## config.mk

```make
export PLATFORM = sky130hd
export DESIGN_NAME = pixel_readout_buffer_flat
export DESIGN_NICKNAME = d
export VERILOG_FILES = /design/src/rtl/pixel_readout_buffer_if.sv /design/src/rtl/pixel_readout_buffer.sv /design/src/flat_wrapper.sv
export SDC_FILE = /design/constraint.sdc
export NUM_CORES = 1
export LEC_CHECK = 0
export ABC_CLOCK_PERIOD_IN_PS = 3050
export BUFFER_PORTS_ARGS = -buffer_cell sky130_fd_sc_hd__buf_4
export CORE_ASPECT_RATIO = 0.75
export CORE_MARGIN = 2
export CORE_UTILIZATION = 55
export DETAILED_ROUTE_END_ITERATION = 7
export GPL_ROUTABILITY_DRIVEN = 0
export GPL_TIMING_DRIVEN = 0
export MAX_ROUTING_LAYER = met4
export PLACE_DENSITY = 0.86
export SLEW_MARGIN = 5
export SYNTH_ARGS = -nofsm -noshare
export SYNTH_HDL_FRONTEND = slang
export SYNTH_SLANG_ARGS = --single-unit
```

## constraint.sdc

```tcl
create_clock -name Clk -period 3.05 [get_ports Clk]
set_input_delay 0.1525 -clock Clk [delete_from_list [all_inputs] [get_ports Clk]]
set_output_delay 0.1525 -clock Clk [all_outputs]
set_load 0.01 [all_outputs]
```

## src/rtl/pixel_readout_buffer_if.sv

```systemverilog
// Pixel readout buffer bus: row capture inputs and the pixel stream handshake.
// master = environment (exposure control / consumer), slave = the buffer.
interface pixel_readout_buffer_if;
  logic       ADC;
  logic       NRE_1;
  logic       NRE_2;
  logic [7:0] Data_1;
  logic [7:0] Data_2;
  logic [7:0] Pix_data;
  logic [1:0] Pix_addr;
  logic       Pix_valid;
  logic       Pix_ready;
  logic       Frame_done;
  logic       Row_err;
  logic       Ovf;
  logic [7:0] Frame_sum;

  modport master (
    output ADC, NRE_1, NRE_2, Data_1, Data_2, Pix_ready,
    input  Pix_data, Pix_addr, Pix_valid, Frame_done, Row_err, Ovf, Frame_sum
  );

  modport slave (
    input  ADC, NRE_1, NRE_2, Data_1, Data_2, Pix_ready,
    output Pix_data, Pix_addr, Pix_valid, Frame_done, Row_err, Ovf, Frame_sum
  );
endinterface

```

## src/rtl/pixel_readout_buffer.sv

```systemverilog
// Pixel readout buffer: captures a 2x2 frame one row at a time on ADC rising
// edges and streams pixels through an 8-entry FIFO of {data, addr}.
// Optional macro READOUT_CHECKSUM_EN adds a per-frame mod-256 pixel checksum.
module pixel_readout_buffer (
  input logic                         Clk,
  input logic                         Reset,
  pixel_readout_buffer_if.slave       rb
);

  typedef enum logic {WAIT_R0, WAIT_R1} state_e;

  state_e      state_q, state_d;
  logic        adc_q, adc_d;
  logic [9:0]  mem_q [8];
  logic [9:0]  mem_d [8];
  logic [2:0]  wr_ptr_q, wr_ptr_d;
  logic [2:0]  rd_ptr_q, rd_ptr_d;
  logic [3:0]  count_q, count_d;
  logic        row_err_q, row_err_d;
  logic        ovf_q, ovf_d;
  logic        frame_done_q, frame_done_d;

  logic        capture;
  logic        is_row0;
  logic        is_row1;
  logic        push;
  logic        pop;
  logic [9:0]  head;
  logic [2:0]  wr_ptr_nxt;

  // Capture decode, frame FSM, FIFO pointers and sticky flags
  always_comb begin
    state_d      = state_q;
    adc_d        = rb.ADC;
    mem_d        = mem_q;
    wr_ptr_d     = wr_ptr_q;
    rd_ptr_d     = rd_ptr_q;
    row_err_d    = row_err_q;
    ovf_d        = ovf_q;
    frame_done_d = 1'b0;
    push         = 1'b0;
    head         = mem_q[rd_ptr_q];
    wr_ptr_nxt   = wr_ptr_q + 3'd1;

    capture = rb.ADC & ~adc_q;
    is_row0 = ~rb.NRE_1 &  rb.NRE_2;
    is_row1 =  rb.NRE_1 & ~rb.NRE_2;
    pop     = (count_q != 4'd0) & rb.Pix_ready;

    if (capture) begin
      if (!is_row0 && !is_row1) begin
        row_err_d = 1'b1;
      end else if (is_row1 != (state_q == WAIT_R1)) begin
        row_err_d = 1'b1;
      end else if (count_q > 4'd6) begin
        // space is judged before any same-cycle pop frees a slot
        ovf_d = 1'b1;
      end else begin
        push = 1'b1;
      end
    end

    if (push) begin
      mem_d[wr_ptr_q]   = {rb.Data_1, is_row1, 1'b0};
      mem_d[wr_ptr_nxt] = {rb.Data_2, is_row1, 1'b1};
      wr_ptr_d          = wr_ptr_q + 3'd2;
      state_d           = (state_q == WAIT_R0) ? WAIT_R1 : WAIT_R0;
    end

    if (pop) begin
      rd_ptr_d     = rd_ptr_q + 3'd1;
      frame_done_d = (head[1:0] == 2'd3);
    end

    count_d = count_q + (push ? 4'd2 : 4'd0) - (pop ? 4'd1 : 4'd0);
  end

  // Control state register with synchronous reset
  always_ff @(posedge Clk) begin
    if (Reset) begin
      state_q      <= WAIT_R0;
      adc_q        <= 1'b0;
      wr_ptr_q     <= '0;
      rd_ptr_q     <= '0;
      count_q      <= '0;
      row_err_q    <= 1'b0;
      ovf_q        <= 1'b0;
      frame_done_q <= 1'b0;
    end else begin
      state_q      <= state_d;
      adc_q        <= adc_d;
      wr_ptr_q     <= wr_ptr_d;
      rd_ptr_q     <= rd_ptr_d;
      count_q      <= count_d;
      row_err_q    <= row_err_d;
      ovf_q        <= ovf_d;
      frame_done_q <= frame_done_d;
    end
  end

  // FIFO storage; contents are don't-care while the entry is not occupied
  always_ff @(posedge Clk) begin
    mem_q <= mem_d;
  end

  assign rb.Pix_valid  = (count_q != 4'd0);
  assign rb.Pix_data   = rb.Pix_valid ? head[9:2] : '0;
  assign rb.Pix_addr   = rb.Pix_valid ? head[1:0] : '0;
  assign rb.Frame_done = frame_done_q;
  assign rb.Row_err    = row_err_q;
  assign rb.Ovf        = ovf_q;

`ifdef READOUT_CHECKSUM_EN
  logic [7:0] acc_q, acc_d;
  logic [7:0] sum_q, sum_d;

  // Frame checksum: accumulate on transfer, publish with the addr-3 transfer
  always_comb begin
    acc_d = acc_q;
    sum_d = sum_q;
    if (pop) begin
      if (head[1:0] == 2'd3) begin
        sum_d = acc_q + head[9:2];
        acc_d = '0;
      end else begin
        acc_d = acc_q + head[9:2];
      end
    end
  end

  // Checksum registers with synchronous reset
  always_ff @(posedge Clk) begin
    if (Reset) begin
      acc_q <= '0;
      sum_q <= '0;
    end else begin
      acc_q <= acc_d;
      sum_q <= sum_d;
    end
  end

  assign rb.Frame_sum = sum_q;
`else
  assign rb.Frame_sum = '0;
`endif

endmodule
```

## src/flat_wrapper.sv

```systemverilog
// flat-port wrapper written by rule: the top's interface ports become plain ports
module pixel_readout_buffer_flat 
  (Clk, Reset, rb_ADC, rb_NRE_1, rb_NRE_2, rb_Data_1, rb_Data_2, rb_Pix_ready, rb_Pix_data, rb_Pix_addr, rb_Pix_valid, rb_Frame_done, rb_Row_err, rb_Ovf, rb_Frame_sum);
  pixel_readout_buffer_if rb_i ();
  input logic Clk;
  input logic Reset;
  input wire logic [$bits(rb_i.ADC)-1:0] rb_ADC;
  input wire logic [$bits(rb_i.NRE_1)-1:0] rb_NRE_1;
  input wire logic [$bits(rb_i.NRE_2)-1:0] rb_NRE_2;
  input wire logic [$bits(rb_i.Data_1)-1:0] rb_Data_1;
  input wire logic [$bits(rb_i.Data_2)-1:0] rb_Data_2;
  input wire logic [$bits(rb_i.Pix_ready)-1:0] rb_Pix_ready;
  output wire logic [$bits(rb_i.Pix_data)-1:0] rb_Pix_data;
  output wire logic [$bits(rb_i.Pix_addr)-1:0] rb_Pix_addr;
  output wire logic [$bits(rb_i.Pix_valid)-1:0] rb_Pix_valid;
  output wire logic [$bits(rb_i.Frame_done)-1:0] rb_Frame_done;
  output wire logic [$bits(rb_i.Row_err)-1:0] rb_Row_err;
  output wire logic [$bits(rb_i.Ovf)-1:0] rb_Ovf;
  output wire logic [$bits(rb_i.Frame_sum)-1:0] rb_Frame_sum;
  assign rb_i.ADC = rb_ADC;
  assign rb_i.NRE_1 = rb_NRE_1;
  assign rb_i.NRE_2 = rb_NRE_2;
  assign rb_i.Data_1 = rb_Data_1;
  assign rb_i.Data_2 = rb_Data_2;
  assign rb_i.Pix_ready = rb_Pix_ready;
  assign rb_Pix_data = rb_i.Pix_data;
  assign rb_Pix_addr = rb_i.Pix_addr;
  assign rb_Pix_valid = rb_i.Pix_valid;
  assign rb_Frame_done = rb_i.Frame_done;
  assign rb_Row_err = rb_i.Row_err;
  assign rb_Ovf = rb_i.Ovf;
  assign rb_Frame_sum = rb_i.Frame_sum;
  pixel_readout_buffer u_core (.Clk(Clk), .Reset(Reset), .rb(rb_i));
endmodule
```

==> After elaboration in Yosys (flattened, before gate mapping) <==
Cells that the tools add are included.
{ "totals": {"reg_bits": 95, "in_bits": 22, "out_inout_bits": 22} }
{ "classes": {"add_sub_neg": 5, "n_eq_ne": 2, "n_bitwise": 13, "muxes": 20, "magnitude_cmp": 6, "reduce_logical": 10} }
{ "op_table": {"columns": ["cell", "n"], "rows": [
  ["80-bit bitwise mux", 2],
  ["10-bit demux with 3-bit select", 2],
  ["10-bit two-way mux", 4],
  ["10-bit binary-select mux with 3-bit select", 1],
  ["4-bit >= comparator, second input constant", 3],
  ["3-bit NOT with 4-bit output", 3],
  ["4-bit by 1-bit < comparator with 1-bit output, second input constant", 2],
  ["1-bit two-way mux", 8],
  ["8-bit two-way mux", 1],
  ["3-bit by 1-bit adder with 3-bit output, second input constant", 2],
  ["1-bit NOT", 6],
  ["4-bit adder", 1],
  ["1-bit bitwise AND", 4],
  ["4-bit by 3-bit > comparator with 1-bit output, second input constant", 1],
  ["2-bit two-way mux", 2],
  ["4-bit AND reduction", 1],
  ["4-bit nonzero test", 1],
  ["4-bit subtractor", 1],
  ["3-bit by 2-bit adder with 3-bit output, second input constant", 1],
  ["1-bit logical AND", 3],
  ["2-bit == test, second input constant", 1],
  ["1-bit zero test", 2],
  ["2-bit AND reduction", 1],
  ["2-bit nonzero test", 1],
  ["2 further kinds", 2]
]} }

==> Logic depth before layout (Yosys ltp) <==
{ "logic_depth": {"depth_word": 9, "mapped_depth": 13} }

==> Worst setup path after synthesis <==
OpenSTA, ideal clock, no wires.
{ "synth_path": {"kind": "register to register", "from": "register u_core.count_q[3]", "to": "register u_core.count_q[3]", "required_time_ps": 2922, "arrival_ps": 2281, "setup_slack_ps": 641, "setup_ps": 128, "stages_incl_launch_ff": 14, "period_less_slack_ps": 2409, "n_path_buf": 0, "path_cell_list": "dfxtp_1 > inv_1 > ha_1 > nand2_1 > mux2i_1 > and3_2 > inv_1 > ha_1 > inv_1 > ha_1 > inv_1 > fa_1 > xnor2_1 > nor2_1"} }
{ "synth_via": {"elab_chain_len": 8, "word_cells_on_any_way": 11, "classes_between": "2 x add/sub; 1 x order compare; 6 x mux; 1 x bitwise; 1 x reduce/logical"} }
{ "synth_rtl": {"columns": ["element", "line", "rtl"], "rows": [
  ["start, declared", "pixel_readout_buffer.sv:18", "logic [3:0] count_q, count_d;"],
  ["start signal, assigned", "pixel_readout_buffer.sv:94", "count_q <= count_d;"],
  ["4-bit by 3-bit > comparator with 1-bit output", "pixel_readout_buffer.sv:55", "end else if (count_q > 4'd6) begin"],
  ["1-bit two-way mux", "pixel_readout_buffer.sv:55", null],
  ["1-bit two-way mux", "pixel_readout_buffer.sv:53", "end else if (is_row1 != (state_q == WAIT_R1)) begin"],
  ["1-bit two-way mux", "pixel_readout_buffer.sv:51", "if (!is_row0 && !is_row1) begin"],
  ["1-bit two-way mux", "pixel_readout_buffer.sv:50", "if (capture) begin"],
  ["2-bit two-way mux", "pixel_readout_buffer.sv:75", "count_d = count_q + (push ? 4'd2 : 4'd0) - (pop ? 4'd1 : 4'd0);"],
  ["4-bit adder", "pixel_readout_buffer.sv:75", null],
  ["4-bit subtractor *", "pixel_readout_buffer.sv:75", null]
]} }
Every way passes the cells marked *; elsewhere a longest branch is shown, timed or not.
A chain may end at the register's enable or synchronous reset.

==> Worst setup path in the final report <==
Ends and elaborated chain as after synthesis.

==> impl.org <==
** Finish
- Final std cells w/o fill :: 382
- The net count of the finished layout is 330.
- The filler cells instantiated in the layout total 429.
- Seq. cell area :: 2440 um^2
- The library cell used most frequently in the layout, excluding fill and tap cells, is sky130_fd_sc_hd__edfxtp_1.
- Summing all multi-input logic gate instances after layout gives 1170 um^2.
- Summing all non-filler instances in the final layout gives an area of 4420 um^2.
- Antenna diode count :: 0
- In the final layout, the share of cells above drive strength 1 is 28.9%.
- Highest-count cells in the layout ignoring fill and taps :: sky130_fd_sc_hd__edfxtp_1, sky130_fd_sc_hd__buf_4, sky130_fd_sc_hd__and2_1, sky130_fd_sc_hd__mux4_2, sky130_fd_sc_hd__inv_1
- Area added between synthesis and finish :: 18.2%

** Route
- The detailed router placed 2061 vias in this run.
- Count of routing violations after the opening detailed-route iteration :: 153
- Final ANT Viol Nets :: 0
- In the routed design, unresolved DRC markers number 0.
- Using the TritonRoute via totals, the vias-per-cell ratio works out to 5.40.
- Sum of routed wire length over all layers :: 6840 um
- The first detailed-routing pass took 4 iterations.
- Drt wl/cell :: 17.9 um

** STA
- Highest achievable clock rate :: 0.366 GHz
- Final setup skew :: 0.0123 ns
- Worst Tran Pin Value :: 0.980 ns
- The final critical path takes up 89.6% of the cycle.
- Setup repair after global routing left no endpoint under its margin.
- In this run the tightest slew margin relative to its limit is 34.6%.
- In the final timing run, aggregate negative setup slack is 0 ns.
- Slew Viols, Final :: 0
- Setup violations remaining at the end of the flow were counted as 0.
- Number of hold violations in the final report :: 0
- The clock period could shrink to 2.73 ns.

** Die
- The core region is 6440 um^2.
- Row count :: 25
- Vertical die dimension :: 75.4 um
- Once the floorplan was initialized, standard cells occupied 58.0% of the core.
- DIE WIDTH :: 99.2 um
- In this run the count of I/O pins placed on the die edge is 44.
- The die covers 7480 um^2.

** Global route
- For met3 alone, demand over resource in global routing was 5.60%.
- In the global route stage, met2 resource usage came out at 35.4%.
- Entering global routing, the biggest net connects 19 pins.
- The layer flagged by global routing as most heavily used is met2.
- The initial antenna violation count was 0.
- Number of global-route vias before repair :: 2153
- Leftover overflow at the end of global routing :: 0
- Across every metal layer, demand over resource in global routing totals 20.8%.
- Met1 usage :: 24.3%
- The first global-routing pass estimated 10800 um of wire.

** Worst setup path
- Data on the critical path is required at its endpoint by 3.28 ns.
- Cell-by-cell listing of the critical path :: inv_1 -> ha_1 -> nand2_1 -> mux2i_1 -> and3_2 -> inv_1 -> ha_1 -> inv_1 -> ha_1 -> inv_1 -> fa_1 -> xnor2_1 -> nor2_1
- Startpoint types :: flop
- Arr. time, crit path :: 2.97 ns
- The worst setup path is captured at a flop.
- Worst Setup Path Type :: flop to flop
- Longest individual stage delay on the worst path :: 0.44 ns
- Largest fanout of any net on the critical path :: 6
- Crit path top cell by count :: sky130_fd_sc_hd__inv_1
- Among all stages on the critical path, the largest delay is contributed by sky130_fd_sc_hd__mux2i_1.

** Clock tree
- Clock tree synthesis found a total of 86 sinks.
- Clock latency on the worst-skew pair, taken at its later pin, is 0.35 ns.
- Clock tree synthesis inserted a total of 9 buffers.
- The root buffer cell chosen for the clock tree is sky130_fd_sc_hd__clkbuf_8.
- CTS H-tree lvls :: 3
- TritonCTS built the clock tree.
- Buffer depth of the longest clock path :: 2
- In this run, post-CTS repair resized a total of 0 instances.
- Clock-pin slew was measured on the worst setup and hold paths at 0.09 ns.

** Yosys
- The synthesized design devotes to its leading area cell type 57.9% of total area.
- Proportion of synthesized chip area in sequential cells :: 65.3%
- Area leader, netlist :: sky130_fd_sc_hd__edfxtp_1
- The synthesized netlist contains 29 unique library cells.
- Synth Instances :: 236
- The cell area that synthesis handed to floorplanning was 3740 um^2.
- Yosys printed 0 warnings.
- A synthesized cell averages 15.8 um^2.
- Register bit count reported by yosys :: 86
- Main area contributors after synthesis :: sky130_fd_sc_hd__edfxtp_1, sky130_fd_sc_hd__mux4_2, sky130_fd_sc_hd__dfxtp_1

** Power and ir drop
- Dividing total power by cell area gives a power density of 731 nW/um^2.
- The worst-case IR drop observed on VDD is 419 uV.
- Total design power :: 3.23 mW
- In this run the static leakage power is 1.65 nW.

** Status
- Outcome :: finished, final reports clean

** Run
- Maximum capacitance violations :: 0

** Min path
- Worst min path class :: input pin to flop

** Placed design
- Placed inst area :: 4130 um^2
- Including well taps, the total number of placed cells is 359.
- Input and output buffers added on the ports amount to 35.
- Detailed placement finished with a half-perimeter wire length of 4520 um.
==> kinds of logic after synthesis <==
group           after synthesis  synth area share, %
fa+ha+maj                    12                 4.22
flops                        86                 65.3
compound gates               16                 3.15
mux                          21                 11.7
other cells                   1                0.100
simple gates                 67                 10.5
xor+xnor                      4                0.938
buf+inv                      29                 4.05
==> synth_stat cells (all sizes together) <==
cell type   n
a21oi       5
a22o        8
a31o        2
and2       42
and3        2
buf        13
clkbuf      1
conb        1
dfxtp      14
edfxtp     72
fa          1
ha         11
inv        15
mux2        1
mux2i       2
mux4       18
nand2       4
nand3       2
nand3b      1
nand4       2
nor2        9
nor2b       4
nor4        1
o21ai       1
xnor2       1
xor2        3
==> flip-flops by register name, indices dropped and copies added, names as in the netlist <==
register / flops
u_core.adc_q: 1
u_core.rb.Frame_done: 1
u_core.rd_ptr_q: 3
u_core.rb.Row_err: 1
u_core.wr_ptr_q: 2
u_core.state_q: 1
u_core.rb.Ovf: 1
u_core.count_q: 4
u_core.mem_q: 72
==> worst max-delay path: cells and delay by family, from the launching register on <==
kind | cells | cell delay (ns)
fa+ha+maj | 4 | 0.96
simple gates | 3 | 0.46
mux | 1 | 0.44
buf+inv | 4 | 0.22
flops | 1 | 0.34
xor+xnor | 1 | 0.18
==> metal layers <==
layer / up-vias / wire length (um)
met5: - / 0
met4: 0 / 129
met3: 14 / 445
met2: 76 / 3410
met1: 997 / 2860
li1: 974 / -
==> power breakdown <==
| part | internal, mW | leakage [nW] | switching [mW] |
|---|---|---|---|
| Clock | 0.464 | 0.114 | 0.404 |
| Combinational | 0.500 | 0.779 | 0.484 |
| Sequential | 1.34 | 0.756 | 0.0372 |
| Total | 2.30 | 1.65 | 0.925 |
==> layout make-up <==
type	count	share of cell area, %
sequential	86	55.3
multi-input combinational	128	26.5
timing repair buffer	42	7.53
clock buffer	9	2.80
tap	81	2.29
clock inverter	7	2.18
buffer	14	2.15
inverter	15	1.27
==> final timing paths <==
check                                  startpoint                end  slack, ns  cells past startpoint
worst min register to register  u_core.rb.Row_err  u_core.rb.Row_err       0.45                      2
worst min-delay path                 rb_Data_1[0]   u_core.mem_q[12]      0.007                      1
worst max register to register  u_core.count_q[3]  u_core.count_q[3]       0.32                     13
worst max-delay path            u_core.count_q[3]  u_core.count_q[3]       0.32                     13
==> what timing repair did <==
| action | CTS | global route |
|---|---|---|
| buffers inserted | 0 | 0 |
| endpoints found under the hold margin | 23 | 0 |
| endpoints found under the setup margin | 0 | 0 |
| hold buffers | 7 | 0 |
==> through the flow <==
step	setup slack [ns]	hold slack (ns)	utilization [%]
global placement	0.453	0.362	64.1
global route	0.120	0.00309	68.6
CTS	0.341	0.00119	68.6
finish	0.316	0.00736	68.6
detailed placement	0.366	0.360	64.1
floorplan	0.641	0.223	-
Power figures use the tool's default switching activity.
